### src/rtl/chi_req_tx_link.sv
// rtl/chi_req_tx_link.sv - CHI REQ transmit link: activation FSM, L-credit tracking and flit launch
module chi_req_tx_link #(
    parameter int FLIT_W  = 117,
    parameter int MAX_CRD = 15
) (
    input  logic              clock,
    input  logic              reset,
    input  logic              link_en,
    input  logic              in_valid,
    input  logic [FLIT_W-1:0] in_flit,
    output logic              in_ready,
    output logic              tx_link_active_req,
    input  logic              tx_link_active_ack,
    output logic              tx_req_flit_pend,
    output logic              tx_req_flitv,
    output logic [FLIT_W-1:0] tx_req_flit,
    input  logic              tx_req_lcrdv,
    output logic [3:0]        crd_cnt,
    output logic [1:0]        link_state,
    output logic              crd_err
);
    typedef enum logic [1:0] {
        ST_STOP       = 2'd0,
        ST_ACTIVATE   = 2'd1,
        ST_RUN        = 2'd2,
        ST_DEACTIVATE = 2'd3
    } state_t;

    localparam logic [3:0] CRD_MAX = 4'(MAX_CRD);

    state_t            r_state;
    logic [3:0]        r_crd;
    logic              r_err;
    logic              r_req;
    logic              r_flitv;
    logic [FLIT_W-1:0] r_flit;

    logic w_send_user;
    logic w_send_ret;
    logic w_launch;
    logic w_crd_ok;

    assign in_ready         = (r_state == ST_RUN) && (r_crd != 4'd0);
    assign w_send_user      = in_valid && in_ready;
    assign w_send_ret       = (r_state == ST_DEACTIVATE) && (r_crd != 4'd0);
    assign w_launch         = w_send_user || w_send_ret;
    assign w_crd_ok         = tx_req_lcrdv && (r_state != ST_STOP);
    assign tx_req_flit_pend = w_launch;

    assign tx_link_active_req = r_req;
    assign tx_req_flitv       = r_flitv;
    assign tx_req_flit        = r_flit;
    assign crd_cnt            = r_crd;
    assign link_state         = r_state;
    assign crd_err            = r_err;

    always_ff @(posedge clock or posedge reset) begin
        if (reset) begin
            r_state <= ST_STOP;
            r_crd   <= 4'd0;
            r_err   <= 1'b0;
            r_req   <= 1'b0;
            r_flitv <= 1'b0;
            r_flit  <= '0;
        end else begin
            case (r_state)
                ST_STOP: begin
                    if (link_en) begin
                        r_state <= ST_ACTIVATE;
                        r_req   <= 1'b1;
                    end
                end
                ST_ACTIVATE: begin
                    if (tx_link_active_ack) begin
                        r_state <= ST_RUN;
                    end
                end
                ST_RUN: begin
                    if (!link_en) begin
                        r_state <= ST_DEACTIVATE;
                        r_req   <= 1'b0;
                    end
                end
                default: begin
                    // A late credit arriving at zero must still be returned before STOP
                    if ((r_crd == 4'd0) && !tx_link_active_ack && !w_launch && !tx_req_lcrdv) begin
                        r_state <= ST_STOP;
                    end
                end
            endcase

            if (tx_req_lcrdv && (r_state == ST_STOP)) begin
                r_err <= 1'b1;
            end

            if (w_crd_ok && !w_launch) begin
                if (r_crd == CRD_MAX) begin
                    r_err <= 1'b1;
                end else begin
                    r_crd <= r_crd + 4'd1;
                end
            end else if (w_launch && !w_crd_ok) begin
                r_crd <= r_crd - 4'd1;
            end

            r_flitv <= w_launch;
            if (w_send_user) begin
                r_flit <= in_flit;
            end else if (w_send_ret) begin
                r_flit <= '0;
            end
        end
    end
endmodule

### config.mk
export PLATFORM = sky130hd
export DESIGN_NAME = chi_req_tx_link
export DESIGN_NICKNAME = d
export VERILOG_FILES = /design/src/rtl/chi_req_tx_link.sv
export SDC_FILE = /design/constraint.sdc
export NUM_CORES = 1
export LEC_CHECK = 0
export ABC_AREA = 1
export BUFFER_PORTS_ARGS = -buffer_cell sky130_fd_sc_hd__buf_2
export CORE_MARGIN = 2
export CORE_UTILIZATION = 43
export CTS_BUF_LIST = sky130_fd_sc_hd__clkbuf_2 sky130_fd_sc_hd__clkbuf_4 sky130_fd_sc_hd__clkbuf_8
export DETAILED_ROUTE_END_ITERATION = 6
export PLACE_DENSITY_LB_ADDON = 0.1
export SLEW_MARGIN = 20
export SYNTH_ARGS = -nofsm -noshare
export SYNTH_HDL_FRONTEND = slang
export SYNTH_SLANG_ARGS = --single-unit
### constraint.sdc
create_clock -name clock -period 3.7 [get_ports clock]
set_input_delay 0.37 -clock clock [delete_from_list [all_inputs] [get_ports clock]]
set_output_delay 0.37 -clock clock [all_outputs]
set_load 0.1 [all_outputs]
=== Word level (Yosys, flattened, before mapping) ===
Cells that the tools add are included.

* Word-level logic and storage cells: 58
* Output and inout bits: 128
* Bits of input ports: 123
* Register bits: 126

* Eq/ne operators: 8
* Reduce and logical (&&, ||, !) cells: 26
* Muxes and demuxes: 16
* Add/subtract/negate cells: 2

{| class="wikitable"
|+ Operators by type and width
! kind !! number
|-
| two-way mux 117 bit || 2
|-
| two-way mux 4 bit || 3
|-
| logical AND 1 bit || 10
|-
| two-way mux 2 bit || 4
|-
| inequality test 2 bit, second input constant || 4
|-
| nonzero test 2 bit || 4
|-
| nonzero test 4 bit || 2
|-
| case mux 2 bit (3 select lines) || 1
|-
| two-way mux 1 bit || 5
|-
| adder 4 x 1 -> 4 bit, second input constant || 1
|-
| == test 2 bit, second input constant || 2
|-
| == test 4 bit, second input constant || 1
|-
| logical NOT 1 bit || 4
|-
| logical NOT 4 bit || 1
|-
| AND reduction 4 bit || 1
|-
| subtractor 4 x 1 -> 4 bit, second input constant || 1
|-
| AND reduction 3 bit || 1
|-
| == test 2 x 1 -> 1 bit, second input constant || 1
|-
| logical NOT 2 bit || 1
|-
| case mux 1 bit (2 select lines) || 1
|-
| AND reduction 2 bit || 1
|-
| logical OR 1 bit || 1
|}

=== Logic depth before layout (Yosys ltp) ===
* Depth after elaboration: 9
* Gate-level depth with buffers: 12
* Mapped depth without buffers: 12

=== Worst setup path before layout ===
No wires, ideal clock.

* Kind: flip-flop to flip-flop
* From: reg r_state[1] (netlist: link_state[1])
* To: reg r_crd[3] (netlist: crd_cnt[3])
* Arrival time: 2.597 ns
* Cell stages (with the launch flop): 12
* Setup slack: 0.983 ns
* Period minus slack after synthesis: 2.717 ns
* Path buffers: 0
* Required time: 3.580 ns
* Library setup time: 0.120 ns
* Cell sequence: dfrtp_1 inv_1 ha_1 nor2_1 nand3_1 ha_1 nand2_1 nand3b_1 nand2_1 nand2_1 nand3_1 nand2_1

* Word-level cells in the longest chain between the ends: 8
* Elaborated cells between the ends (all ways): 16
* Classes of those cells: eq/ne: 3; mux: 1; reduce/logical: 12

{| class="wikitable"
|+ RTL lines
! what !! RTL line !! RTL
|-
| from (decl) || 31 || <nowiki>state_t r_state;</nowiki>
|-
| from (signal assigned) || 59 || <nowiki>r_state <= ST_STOP;</nowiki>
|-
| from (signal assigned) || 69 || <nowiki>r_state <= ST_ACTIVATE;</nowiki>
|-
| from (signal assigned) || 75 || <nowiki>r_state <= ST_RUN;</nowiki>
|-
| == test 2 bit || 43 || <nowiki>assign in_ready = (r_state == ST_RUN) && (r_crd != 4'd0);</nowiki>
|-
| logical AND 1 bit || 43 ||
|-
| logical AND 1 bit || 44 || <nowiki>assign w_send_user = in_valid && in_ready;</nowiki>
|-
| logical OR 1 bit || 46 || <nowiki>assign w_launch = w_send_user || w_send_ret;</nowiki>
|-
| logical NOT 1 bit || 96 || <nowiki>if (w_crd_ok && !w_launch) begin</nowiki>
|-
| logical AND 1 bit || 96 ||
|-
| inequality test 2 bit (no source line) or nonzero test 2 bit (tied branches) || -- ||
|-
| AND reduction 2 bit (no source line) || -- ||
|-
| to (signal assigned) || 100 || <nowiki>r_crd <= r_crd + 4'd1;</nowiki>
|-
| to (signal assigned) || 103 || <nowiki>r_crd <= r_crd - 4'd1;</nowiki>
|-
| to (decl) || 32 || <nowiki>logic [3:0] r_crd;</nowiki>
|}

Parallel ways exist; a longest one is shown, timed or not.
A chain may end at the register's enable or synchronous reset.

=== Worst setup path in the final report ===
* From: reg r_state[0] (netlist: link_state[0])
* To: out in_ready

* Word-level cells in the longest chain between the ends: 2

{| class="wikitable"
|+ RTL lines
! what !! RTL line !! RTL
|-
| == test 2 bit || 43 ||
|-
| logical AND 1 bit || 43 ||
|-
| to (decl) || 11 || <nowiki>output logic in_ready,</nowiki>
|}

Every way passes these cells.

==> impl_metrics.toml <==
[clocking]
cts-buffers-inserted = 17
clockRootBuffer = "clkbuf_8"
tritoncts = "built"
htreeDepth = 4
cts_resized = 0
cts_buffer_depth = 2
worstSkewPairLatency_ns = 0.43
clock_sinks = 126
clk_pin_slew_ns = 0.06

[sta]
layout_min_cycle_time_ns = 2.793
rsz0062_at_grt = "false"
period_share_pct = 75.48
final-hold-violation-count = 0
slew_viol_final = 0
fin_hold_ws_ns = 0.1814
finalSetupTns_ns = 0
setup_viol = 0
finClkSkew_ns = 0.007116
worst_pin_slew_ns = 0.9021
max_clock_freq_mhz = 358.1
slew_headroom_pct = 39.86

[synth]
ys_seq_area_share_pct = 62.98
synth_fp_nets = 481
syn_area_mm2 = 0.005006
yosysTopAreaCellShare_pct = 62.98
synth_common_cells = "126 x dfrtp_1, 117 x a32o_1, 14 x nand2_1, 12 x buf_2, 12 x buf_6"
synth_area_leaders = "dfrtp_1 63%, a32o_1 23%, buf_6 2.7%"
yosys_most_used_dff = "dfrtp_1"
async_flop_share_pct = 100.0
yosys_warnings = 0
syn_inst = 352
synth_edf_count = 0
synth.most_common_cell = "dfrtp_1"
synth_top_area_cell = "dfrtp_1"
avgSynthCellArea_um2 = 14.22
yosysUniqueCellTypes = 25
ys_ff_latch = 126

[place]
gp_congestion = 0.8488
placed_area_mm2 = 0.006225
dp_hpwl_mm = 8.989
io_buffer_count = 250

[floorplanning]
die_y_um = 111.9
fp.dieW_um = 111.9
start_util_pct = 44.03
core_region_area_mm2 = 0.01137
ios = 251
row_count = 39
design.die.area_mm2 = 0.01252

[worst_setup_path]
r2r-start = "link_state[0]$_DFFE_PP0P_"
cp_common_cell = "inv_1"
cp_max_fo = 26
required_ns = 3.33
critPathKind = "flip-flop to output port"
cp_num_buf_inv = 3
critical_path.startpoint = "link_state[0]$_DFFE_PP0P_"
cp-start-kind = "flip-flop"
cp_top_family = "buffers and inverters"
crit_slowest_cell = "buf_2"
cp.arrival_ns = 2.42
crit_path_cell_trace = "inv_1, ha_1, inv_1, nor2_4, buf_2"
critPathMaxStageDelay_ns = 0.58
cp-end-kind = "output port"

[grt]
grt_pass1_vias = 3990
grt_usage_pct = 21.58
grt_pass1_wl_mm = 21.20
antenna_found_initial = 1
grt_max_degree = 118
gr-total-overflow = 0

[worst_hold_path]
hold_start = "tx_req_lcrdv"
hp-class = "primary input to flip-flop"

[detailed_routing]
drt-total-wl_mm = 13.55
dr.pass1.iters = 5
wl_per_cell_um = 18.16
drt-initial-drc-count = 374
detail-route-antenna-nets = 0
vias_per_cell = 5.625
route.detailed.drc = 0
vias = 4196

[status]
status = "finished clean"

[finish]
syn_to_final_growth_pct = 33.54
stdcell_area_mm2 = 0.006685
final_nets = 719
num_antenna_cells = 0
fin_util_pct = 58.80
layout-drive-gt1-share_pct = 49.59

[run]
cap_violations = 0
==> routing by layer <==
| metal | share of wire, % | track usage [%] | up-vias |
|---|---|---|---|
| li1 | - | - | 1884 |
| met3 | 9.1 | 8.220 | 35 |
| met4 | 2.8 | 10.45 | 2 |
| met5 | 0.096 | 0 | - |
| met2 | 49 | 33.41 | 191 |
| met1 | 39 | 26.72 | 2084 |
==> area by class of cell <==
class | instances | area, um2
Multi-Input combinational cell | 174 | 1523
Clock inverter | 5 | 100.1
Inverter | 14 | 58.81
Tap cell | 143 | 178.9
Timing Repair Buffer | 257 | 1325
Sequential cell | 126 | 3153
Clock buffer | 27 | 346.6
Fill cell | 947 | 4684
==> logic make-up after synthesis <==
family,share of synthesized area (%)
AND/OR/NAND/NOR,3.924
adder cells (fa/ha/maj),1.500
AO/OA/AOI/OAI,24.64
flip-flops,62.98
buffers and inverters,6.599
XOR/XNOR,0.3500
==> layout by cell type (no fill, tap or decap), drive strengths merged <==
| cell type | instances |
|---|---|
| xor2 | 2 |
| clkbuf | 27 |
| nand3 | 7 |
| ha | 6 |
| nand3b | 3 |
| dfrtp | 126 |
| clkinv | 2 |
| nor2 | 7 |
| buf | 256 |
| o31ai | 1 |
| a32o | 117 |
| inv | 13 |
| nand2 | 18 |
| bufinv | 3 |
| clkinvlp | 1 |
| dlygate4sd3 | 1 |
| o21ai | 6 |
| a21oi | 5 |
| nand4 | 2 |
==> tightest hold or removal path, delay by kind of cell <==
kind,cells,cell delay [ns]
compound gates,2,0.11
buf+inv,1,0.09
==> metrics by stage <==
step	std cells	setup WS [ns]
4_1_cts	746	0.8665
3_3_place_gp	713	1.429
6_report	746	0.9074
2_1_floorplan	352	0.9828
3_5_place_dp	713	1.357
5_1_grt	746	0.8071
==> sequential cells by signal, summed over array words and instances (netlist names) <==
signal              count
crd_err                 1
tx_req_flitv            1
tx_link_active_req      1
crd_cnt                 4
tx_req_flit           117
link_state              2
==> path summary, 6_finish.rpt <==
path	endpoint	slack (ns)	cells after the start
worst max-delay path	in_ready	0.91	5
worst min-delay path	crd_err$_DFF_PP0_	0.18	3
worst max register to register	crd_cnt[3]$_DFFE_PP0P_	1.46	11
worst min register to register	tx_req_flit[9]$_DFFE_PP0P_	0.49	1
max in group asynchronous	tx_req_flit[97]$_DFFE_PP0P_	2.17	4
min in group asynchronous	tx_req_flit[10]$_DFFE_PP0P_	0.43	3
==> repair_timing <==
| item | in CTS | in global routing |
|---|---|---|
| endpoints found under the setup margin | 0 | 0 |
| buffers inserted | 0 | 0 |
| hold buffers | 1 | 0 |
| endpoints found under the hold margin | 10 | 0 |
Power is not shown: default switching activity piles up to over one toggle a cycle in this logic, so the estimate is an artifact.
